<file path="src/rtl/sand_sweeper_if.sv">
// Playfield RAM port and sand-updater port of the sweeper, bundled as one interface.
// master = sweeper side, slave = RAM + combinational updater side.
interface sand_sweeper_if #(
    parameter int unsigned ADDR_W = 15
);
    logic [ADDR_W-1:0] mem_addr;
    logic              mem_rd;
    logic              mem_wr;
    logic [31:0]       mem_wdata;
    logic [31:0]       mem_rdata;
    logic [31:0]       upd_region;
    logic [31:0]       upd_floor;
    logic              upd_screenbegin;
    logic              upd_screenend;
    logic              upd_screenbottom;
    logic [31:0]       upd_new_region;
    logic [31:0]       upd_new_floor;

    modport master (
        output mem_addr, mem_rd, mem_wr, mem_wdata,
        output upd_region, upd_floor, upd_screenbegin, upd_screenend, upd_screenbottom,
        input  mem_rdata, upd_new_region, upd_new_floor
    );

    modport slave (
        input  mem_addr, mem_rd, mem_wr, mem_wdata,
        input  upd_region, upd_floor, upd_screenbegin, upd_screenend, upd_screenbottom,
        output mem_rdata, upd_new_region, upd_new_floor
    );
endinterface

</file>
<file path="src/rtl/sand_sweeper.sv">
// Per-frame sweep of the packed sand playfield: read region/floor words, hand them to the
// combinational updater, write the results back. Bottom row first, 5 cycles per word.
module sand_sweeper #(
    parameter int unsigned WORDS_PER_ROW = 40,
    parameter int unsigned ROWS          = 480,
    parameter int unsigned ADDR_W        = 15
) (
    input  logic           clk,
    input  logic           reset,
    input  logic           start,
    output logic           busy,
    output logic           done,
    sand_sweeper_if.master bus
);
    localparam int unsigned ROW_W  = (ROWS > 1) ? $clog2(ROWS) : 1;
    localparam int unsigned WORD_W = (WORDS_PER_ROW > 1) ? $clog2(WORDS_PER_ROW) : 1;

    localparam logic [ROW_W-1:0]  ROW_LAST  = ROW_W'(ROWS - 1);
    localparam logic [WORD_W-1:0] WORD_LAST = WORD_W'(WORDS_PER_ROW - 1);
    localparam logic [ADDR_W-1:0] BASE_LAST = ADDR_W'((ROWS - 1) * WORDS_PER_ROW);
    localparam logic [ADDR_W-1:0] ROW_STEP  = ADDR_W'(WORDS_PER_ROW);

    typedef enum logic [2:0] {
        st_idle, st_rd_r, st_rd_f, st_cap_f, st_wr_r, st_wr_f, st_done
    } state_e;

    state_e            state_q, state_d;
    logic [ROW_W-1:0]  row_q, row_d;
    logic [WORD_W-1:0] word_q, word_d;
    logic [ADDR_W-1:0] base_q, base_d;
    logic [31:0]       region_q, region_d;
    logic [31:0]       floor_q, floor_d;

    logic [ADDR_W-1:0] reg_addr;
    logic [ADDR_W-1:0] flr_addr;
    logic              bottom;

    // Row base is stepped down per row so no multiplier is needed for the address.
    assign reg_addr = base_q + ADDR_W'(word_q);
    assign flr_addr = reg_addr + ROW_STEP;
    assign bottom   = (row_q == ROW_LAST);

    always_ff @(posedge clk) begin
        if (reset) begin
            state_q  <= st_idle;
            row_q    <= '0;
            word_q   <= '0;
            base_q   <= '0;
            region_q <= '0;
            floor_q  <= '0;
        end else begin
            state_q  <= state_d;
            row_q    <= row_d;
            word_q   <= word_d;
            base_q   <= base_d;
            region_q <= region_d;
            floor_q  <= floor_d;
        end
    end

    always_comb begin
        state_d       = state_q;
        row_d         = row_q;
        word_d        = word_q;
        base_d        = base_q;
        region_d      = region_q;
        floor_d       = floor_q;
        bus.mem_addr  = '0;
        bus.mem_rd    = 1'b0;
        bus.mem_wr    = 1'b0;
        bus.mem_wdata = '0;

        unique case (state_q)
            st_idle: begin
                if (start) begin
                    row_d   = ROW_LAST;
                    word_d  = '0;
                    base_d  = BASE_LAST;
                    state_d = st_rd_r;
                end
            end
            st_rd_r: begin
                bus.mem_rd   = 1'b1;
                bus.mem_addr = reg_addr;
                state_d      = st_rd_f;
            end
            st_rd_f: begin
                region_d = bus.mem_rdata;
                if (bottom) begin
                    floor_d = '1;  // below the last row is solid wall
                end else begin
                    bus.mem_rd   = 1'b1;
                    bus.mem_addr = flr_addr;
                end
                state_d = st_cap_f;
            end
            st_cap_f: begin
                if (!bottom) begin
                    floor_d = bus.mem_rdata;
                end
                state_d = st_wr_r;
            end
            st_wr_r: begin
                bus.mem_wr    = 1'b1;
                bus.mem_addr  = reg_addr;
                bus.mem_wdata = bus.upd_new_region;
                state_d       = st_wr_f;
            end
            st_wr_f: begin
                bus.mem_wr    = !bottom;
                bus.mem_addr  = flr_addr;
                bus.mem_wdata = bus.upd_new_floor;
                state_d       = st_rd_r;
                if (word_q != WORD_LAST) begin
                    word_d = word_q + WORD_W'(1);
                end else begin
                    word_d = '0;
                    if (row_q == '0) begin
                        state_d = st_done;
                    end else begin
                        row_d  = row_q - ROW_W'(1);
                        base_d = base_q - ROW_STEP;
                    end
                end
            end
            st_done: begin
                state_d = st_idle;
            end
            default: begin
                state_d = st_idle;
            end
        endcase
    end

    assign busy = (state_q != st_idle);
    assign done = (state_q == st_done);

    assign bus.upd_region       = region_q;
    assign bus.upd_floor        = floor_q;
    assign bus.upd_screenbegin  = (word_q == '0);
    assign bus.upd_screenend    = (word_q == WORD_LAST);
    assign bus.upd_screenbottom = bottom;
endmodule

</file>
<file path="src/flat_wrapper.sv">
// flat-port wrapper written by rule: the top's interface ports become plain ports
module sand_sweeper_flat 
#(
    parameter int unsigned WORDS_PER_ROW = 40,
    parameter int unsigned ROWS          = 480,
    parameter int unsigned ADDR_W        = 15
)
  (clk, reset, start, busy, done, bus_mem_addr, bus_mem_rd, bus_mem_wr, bus_mem_wdata, bus_upd_region, bus_upd_floor, bus_upd_screenbegin, bus_upd_screenend, bus_upd_screenbottom, bus_mem_rdata, bus_upd_new_region, bus_upd_new_floor);
  sand_sweeper_if #(.ADDR_W(ADDR_W)) bus_i ();
  input  logic clk;
  input  logic reset;
  input  logic start;
  output logic busy;
  output logic done;
  output wire logic [$bits(bus_i.mem_addr)-1:0] bus_mem_addr;
  output wire logic [$bits(bus_i.mem_rd)-1:0] bus_mem_rd;
  output wire logic [$bits(bus_i.mem_wr)-1:0] bus_mem_wr;
  output wire logic [$bits(bus_i.mem_wdata)-1:0] bus_mem_wdata;
  output wire logic [$bits(bus_i.upd_region)-1:0] bus_upd_region;
  output wire logic [$bits(bus_i.upd_floor)-1:0] bus_upd_floor;
  output wire logic [$bits(bus_i.upd_screenbegin)-1:0] bus_upd_screenbegin;
  output wire logic [$bits(bus_i.upd_screenend)-1:0] bus_upd_screenend;
  output wire logic [$bits(bus_i.upd_screenbottom)-1:0] bus_upd_screenbottom;
  input wire logic [$bits(bus_i.mem_rdata)-1:0] bus_mem_rdata;
  input wire logic [$bits(bus_i.upd_new_region)-1:0] bus_upd_new_region;
  input wire logic [$bits(bus_i.upd_new_floor)-1:0] bus_upd_new_floor;
  assign bus_mem_addr = bus_i.mem_addr;
  assign bus_mem_rd = bus_i.mem_rd;
  assign bus_mem_wr = bus_i.mem_wr;
  assign bus_mem_wdata = bus_i.mem_wdata;
  assign bus_upd_region = bus_i.upd_region;
  assign bus_upd_floor = bus_i.upd_floor;
  assign bus_upd_screenbegin = bus_i.upd_screenbegin;
  assign bus_upd_screenend = bus_i.upd_screenend;
  assign bus_upd_screenbottom = bus_i.upd_screenbottom;
  assign bus_i.mem_rdata = bus_mem_rdata;
  assign bus_i.upd_new_region = bus_upd_new_region;
  assign bus_i.upd_new_floor = bus_upd_new_floor;
  sand_sweeper #(.WORDS_PER_ROW(WORDS_PER_ROW), .ROWS(ROWS), .ADDR_W(ADDR_W)) u_core (.clk(clk), .reset(reset), .start(start), .busy(busy), .done(done), .bus(bus_i));
endmodule
</file>
<file path="config.mk">
export PLATFORM = sky130hd
export DESIGN_NAME = sand_sweeper_flat
export DESIGN_NICKNAME = d
export VERILOG_FILES = /design/src/rtl/sand_sweeper_if.sv /design/src/rtl/sand_sweeper.sv /design/src/flat_wrapper.sv
export SDC_FILE = /design/constraint.sdc
export NUM_CORES = 1
export LEC_CHECK = 0
export BUFFER_PORTS_ARGS = -buffer_cell sky130_fd_sc_hd__buf_2
export CAP_MARGIN = 25
export CELL_PAD_IN_SITES_DETAIL_PLACEMENT = 0
export CELL_PAD_IN_SITES_GLOBAL_PLACEMENT = 1
export CORE_MARGIN = 10
export CORE_UTILIZATION = 36
export CTS_BUF_LIST = sky130_fd_sc_hd__clkbuf_8
export CTS_CLUSTER_SIZE = 28
export DETAILED_ROUTE_END_ITERATION = 12
export PLACE_DENSITY_LB_ADDON = 0.15
export REMOVE_ABC_BUFFERS = 1
export SLEW_MARGIN = 20
export SYNTH_ARGS = -nofsm -noshare
export SYNTH_HDL_FRONTEND = slang
export SYNTH_SLANG_ARGS = --single-unit
</file>
<file path="constraint.sdc">
create_clock -name clk -period 5.11 [get_ports clk]
set_input_delay 0.511 -clock clk [delete_from_list [all_inputs] [get_ports clk]]
set_output_delay 0.511 -clock clk [all_outputs]
set_load 0.05 [all_outputs]
</file>
==> results of run 1 <==
synthesized netlist by cell type (2+ instances only):
| master | n |
|---|---|
| nand2b_1 | 4 |
| mux2_2 | 2 |
| and3_1 | 2 |
| a21oi_2 | 2 |
| nand4b_1 | 3 |
| o21ai_1 | 3 |
| xnor2_1 | 16 |
| buf_4 | 3 |
| ha_1 | 10 |
| a21oi_1 | 56 |
| o21a_1 | 4 |
| nand2_1 | 82 |
| a311oi_1 | 4 |
| xor2_1 | 13 |
| nor2_1 | 67 |
| nand3_1 | 13 |
| nor4_1 | 8 |
| a22o_1 | 34 |
| buf_2 | 2 |
| o21bai_1 | 2 |
| and2_1 | 3 |
| dfxtp_1 | 94 |
| or4_1 | 2 |
| nor2b_1 | 2 |
| o22ai_1 | 33 |
| nor3b_1 | 2 |
| clkbuf_1 | 39 |
| nand4_1 | 5 |
| o21ai_0 | 8 |
| nor3_1 | 6 |
| o31ai_1 | 3 |
| a211oi_1 | 4 |
| nand3b_1 | 5 |
| inv_1 | 12 |
| or3_1 | 3 |
cell usage in the layout (no fill, tap or decap), drive strengths merged, types with 2 or more instances in the layout:
cell	instances
nor4	9
xnor2	17
a311oi	4
or3	4
buf	222
a211oi	4
nand3	13
clkbuf	9
and3	2
nor3	7
o21a	4
nand4b	3
nor3b	2
o21bai	2
nand3b	5
o31ai	3
nor2b	2
or4	2
nand2	83
or2	2
and2	3
a22o	34
nand4	5
o21ai	11
o22ai	33
nand2b	4
inv	17
dfxtp	94
ha	10
nor2	67
mux2	2
xor2	13
a21oi	58
worst max-delay path, cell delays in order, from the launching register on:
cell	delay, ns
dfxtp_1	0.43
ha_1	0.34
a21oi_2	0.23
o221ai_2	0.15
xnor2_2	0.23
or3_4	0.46
o31a_1	0.28
o32ai_1	0.24
buf_2	0.31
registers in the layout, summed over array words and instances, names as in the netlist:
register	cells
u_core.row_q	9
u_core.base_q	12
u_core.word_q	6
u_core.state_q	3
u_core.bus.upd_region	32
u_core.bus.upd_floor	32
kinds of logic (layout without fill, tap and decap cells):
kind of cell,count (synthesis),in the layout,share of synthesized area [%]
flops,94,94,40.25
other cells,1,2,0.08020
buf+inv,60,250,5.378
compound gates,165,165,23.52
mux,3,3,0.6957
fa+ha+maj,10,10,2.676
simple gates,217,217,21.62
xor+xnor,30,30,5.780
area by class of cell:
| cell class | instances | area [um^2] |
|---|---|---|
| repair buffers | 222 | 1126 |
| well taps | 172 | 215.2 |
| fillers | 1321 | 6666 |
| clock inverters | 7 | 57.56 |
| inverters | 12 | 45.04 |
| clock buffers | 9 | 123.9 |
| multi-input cells | 426 | 2552 |
| diodes | 1 | 2.502 |
| flip-flops and latches | 94 | 1882 |
worst max-delay path by stage:
stage	start	end	slack (ns)
6_report	u_core.word_q[4]$_SDFFE_PP0P_	bus_mem_addr[14]	1.57
3_3_place_gp	u_core.word_q[4]$_SDFFE_PP0P_	bus_mem_addr[14]	1.94
4_1_cts	u_core.word_q[4]$_SDFFE_PP0P_	bus_mem_addr[14]	1.50
5_1_grt	u_core.word_q[4]$_SDFFE_PP0P_	bus_mem_addr[14]	1.39
3_5_place_dp	u_core.word_q[4]$_SDFFE_PP0P_	bus_mem_addr[14]	1.91
2_1_floorplan	u_core.state_q[0]$_SDFFE_PP0P_	bus_mem_addr[12]	1.40
through the flow:
step	cell area, um^2	hold slack, ns	utilization, %	total power [mW]	std cells
6_report	6005	0.3902	47.39	1.668	943
3_5_place_dp	5821	0.4435	45.94	1.224	926
3_3_place_gp	5821	0.4396	45.94	1.219	926
4_1_cts	6002	0.3706	47.37	1.692	942
2_1_floorplan	4469	0.4675	-	1.085	532
5_1_grt	6002	0.3725	47.37	1.759	942
where the power goes:
part           leakage (nW)  internal, mW  total (mW)  switching [mW]
combinational          1.86         0.121       0.398           0.277
sequential            0.765         0.770       0.808          0.0378
clock                0.0940         0.185       0.462           0.277
total                  2.72          1.08        1.67           0.592
metal layers:
metal | up-vias | share of wire [%]
li1 | 2420 | -
met1 | 2253 | 41
met2 | 124 | 49
met3 | 11 | 9.4
met4 | 0 | 0.77
met5 | - | 0
==> impl_metrics.yaml, run 1 <==
critical_path:
  timing.rr.end: "u_core.base_q[12]$_SDFFE_PP0P_"
  r2r_slack_ns: 2.53
  cp_data_required_time_ns: 4.60
  r2r_cells: 5
  start_kind: "flop"
  critical_path_arrival_ns: 3.03
  reg2reg_from: "u_core.state_q[0]$_SDFFE_PP0P_"
  end_kind: "primary output"
  criticalPathCategory: "reg -> out"
  crit_fanout: 10
logic_synthesis:
  yosys.area.top_type: "dfxtp_1"
  yosysTopAreaCellShare_pct: 40.25
  yosysUniqueCellTypes: 64
  seq_area_frac_synth_pct: 40.25
  yosysWarnings: 0
  synthArstFlopShare_pct: 0
  synthesis.area_mm2: 0.004676
  syn_inst: 580
  ys_top_cells_by_area: "dfxtp_1 40%, nand2_1 6.6%, a22o_1 6.4%"
  syn_area_per_cell_um2: 8.062
  synth-edff-count: 0
  ys_dominant_reg_cell: "dfxtp_1"
  ys_ff_latch: 94
route:
  drt_iter0_markers: 257
  ant_nets: 0
  dr.pass1.iters: 4
  viasPerCell: 5.099
  drc: 0
  routed_wl_um: 15490
  vias: 4808
  wl_per_cell_um: 16.43
clock_tree:
  clock-root-buffer: "clkbuf_8"
  clockBufferDepth: 2
  clock-sinks: 94
  numCtsBuffers: 9
  clkTransAtPathRegs_ns: 0.10
  tritoncts: "done"
  ctsHoldBuffers: 0
  cts_max_level: 3
  insertion_delay_ns: 0.36
  post_cts_buffers: 0
  cts-resized-gates: 0
sta:
  fmax_mhz: 282.1
  max-slew-margin-rel_pct: 48.45
  drv_slew: 0
  report.final.setup_viol: 0
  tns_ns: 0
  fin_crit_ns: 3.544
  fin_skew_ns: 0.01126
  period_share_pct: 69.36
  grt_setup_unrepaired: "false"
  setup_ws_ns: 1.566
  worst_pin_slew_ns: 0.7704
  hold_viol_final: 0
global_route:
  use_met2_pct: 28.88
  grt-busiest-layer: "met2"
  antenna_found_initial: 1
  grt_use_met3_pct: 6.983
  grt_start_max_net_pins: 56
  grtUsageMet1_pct: 18.53
  grt_overflow_total: 0
  track_usage_pct: 16.63
  grt_pass1_vias: 4860
  grt_pass1_wl_um: 25010
floorplan:
  core_mm2: 0.01267
  die_y_um: 134.0
  ioPinCount: 217
  die_w_um: 134.0
  die-area_mm2: 0.01795
  rows: 41
  start_util_pct: 36.90
place:
  preCtsSetupSlack_ns: 1.907
  dp_hpwl_um: 11760
  io_buffer_count: 216
  place_congestion: 0.8258
min_path:
  hold_path_class: "in -> reg"
  holdCritStartpoint: "bus_mem_rdata[22]"
  hold-path-endpoint: "u_core.bus.upd_region[22]$_SDFFE_PP0P_"
  min_path_cells: 3
finish:
  syn_to_final_growth_pct: 28.42
  num-nets-final: 874
  layout-drive-gt1-share_pct: 32.99
pwr:
  leakagePower_nw: 2.718
  ir_worst_vdd_mv: 0.1715
  power_density_mw_per_mm2: 277.8
flow_run:
  drv_cap: 0
outcome:
  status: "finished clean"
No activity file was read; power rests on OpenSTA's default activity.
==> inputs of run 2 (changes only) <==
- CORE_UTILIZATION: 36 -> 34
- clock period: 5.11 -> 3.4 ns (I/O delays scaled with it)
==> run 2 against run 1 <==
Compared with the run above:
- clock power grew 87%
- clock skew grew 0.00078 ns
- worst setup slack lost 1.4 ns
- critical path depth is the same
- sequential share of layout area shrank 0.51 points
- first-iteration DRC count shrank 4.7%
- register-to-register slack lost 1.7 ns
- final cell count grew 0.85%
- global-route usage is essentially flat
- routed wire length grew 5.1%
- critical path type unchanged
==> impl_metrics.yaml, run 2 (same netlist as run 1, synthesis figures left out) <==
outcome:
  status: "finished clean"
critical_path:
  end_kind: "primary output"
  criticalPathCategory: "reg -> out"
  crit_fanout: 6
  start_kind: "flop"
  critical_path_arrival_ns: 2.91
  cp_data_required_time_ns: 3.06
sta:
  worst_pin_slew_ns: 0.7053
  tns_ns: 0
  period_share_pct: 95.50
  fmax_mhz: 308.0
  hold_viol_final: 0
  drv_slew: 0
  grt_setup_unrepaired: "false"
  max-slew-margin-rel_pct: 52.98
  report.final.setup_viol: 0
  fin_skew_ns: 0.01203
  hold_slack_ns: 0.2096
  fin_crit_ns: 3.247
clock_tree:
  ctsHoldBuffers: 0
  clockBufferDepth: 2
  tritoncts: "done"
  numCtsBuffers: 9
  cts_max_level: 3
  clkTransAtPathRegs_ns: 0.11
  clock-sinks: 94
  clock-root-buffer: "clkbuf_8"
  insertion_delay_ns: 0.36
global_route:
  grt_overflow_total: 0
  grt_start_max_net_pins: 41
  grt_pass1_wl_um: 25380
  grt_pass1_vias: 4768
  track_usage_pct: 16.62
  antenna_found_initial: 0
finish:
  syn_to_final_growth_pct: 30.61
  num-nets-final: 879
  final_area_mm2: 0.006107
  layout_commonest_cell: "buf_2"
  mostFrequentLayoutCells: "215 x buf_2, 93 x dfxtp_1, 82 x nand2_1, 65 x nor2_1, 56 x a21oi_1"
  layout-drive-gt1-share_pct: 33.68
  diodes: 0
route:
  dr.pass1.iters: 4
  routed_wl_um: 16290
  wl_per_cell_um: 17.12
  viasPerCell: 5.123
  drt_iter0_markers: 245
  drc: 0
  ant_nets: 0
  vias: 4872
floorplan:
  rows: 42
  die_w_um: 137.3
  ioPinCount: 217
  die_y_um: 137.3
  die-area_mm2: 0.01884
  start_util_pct: 35.03
  core_mm2: 0.01335
pwr:
  leakagePower_nw: 2.770
  power_density_mw_per_mm2: 439.7
  ir_worst_vdd_mv: 0.2453
place:
  placed_area_mm2: 0.005863
  dp_hpwl_um: 12190
  io_buffer_count: 216
  place_congestion: 0.9660
flow_run:
  drv_cap: 0
min_path:
  hold_path_class: "in -> reg"
[run 2: worst max-delay path, stage by stage, from the launching register on]
cell,delay [ns]
dfxtp_2,0.36
ha_1,0.43
a21oi_4,0.10
o221a_2,0.30
or4_1,0.54
xor2_1,0.24
nor4_1,0.07
o32ai_1,0.27
buf_4,0.24
[run 2: path summary, 6_finish.rpt]
check | cells after the start | end | slack, ns | from
hold reg to reg | 2 | u_core.bus.upd_region[18]$_SDFFE_PP0P_ | 0.46 | u_core.bus.upd_region[18]$_SDFFE_PP0P_
setup / recovery | 8 | bus_mem_addr[14] | 0.15 | u_core.word_q[4]$_SDFFE_PP0P_
setup reg to reg | 7 | u_core.row_q[1]$_SDFFE_PP0P_ | 0.86 | u_core.row_q[0]$_SDFFE_PP0P_
hold / removal | 3 | u_core.bus.upd_floor[1]$_SDFFE_PP0P_ | 0.21 | bus_mem_rdata[1]
[run 2: metal layers]
layer  vias up  routed length [um]  global-route usage [%]
met2       143                7940                   27.78
li1       2431                   -                       -
met1      2286                6920                   20.18
met5         -                   0                       0
met3        12                1302                   5.608
met4         0                 121                   3.806
[run 2: cell type report]
cell class              count  area [um^2]
fillers                  1423         7241
multi-input cells         426         2560
flip-flops and latches     94         1883
repair buffers            227         1166
well taps                 176        220.2
clock buffers               9        123.9
clock inverters             7        108.9
inverters                  12        45.04
[run 2: report_power, final]
part / total (mW) / switching, mW / internal [mW]
clock network: 0.862 / 0.431 / 0.431
logic: 0.612 / 0.424 / 0.188
registers: 1.21 / 0.0533 / 1.16
[run 2: what timing repair did]
action                     4_1_cts  5_1_grt
setup endpoints to repair        0        1
resized for setup                0        4
setup buffers                    0        0
[run 2: through the flow]
step / worst slack, ns / power, mW / cells / utilization, %
6_report: 0.1530 / 2.685 / 951 / 45.75
5_1_grt: 0.009584 / 2.824 / 951 / 45.75
4_1_cts: 0.02121 / 2.722 / 951 / 45.67
3_5_place_dp: 0.4345 / 1.850 / 935 / 43.93
3_3_place_gp: 0.4848 / 1.842 / 935 / 43.93
2_1_floorplan: -0.1413 / 1.631 / 532 / -
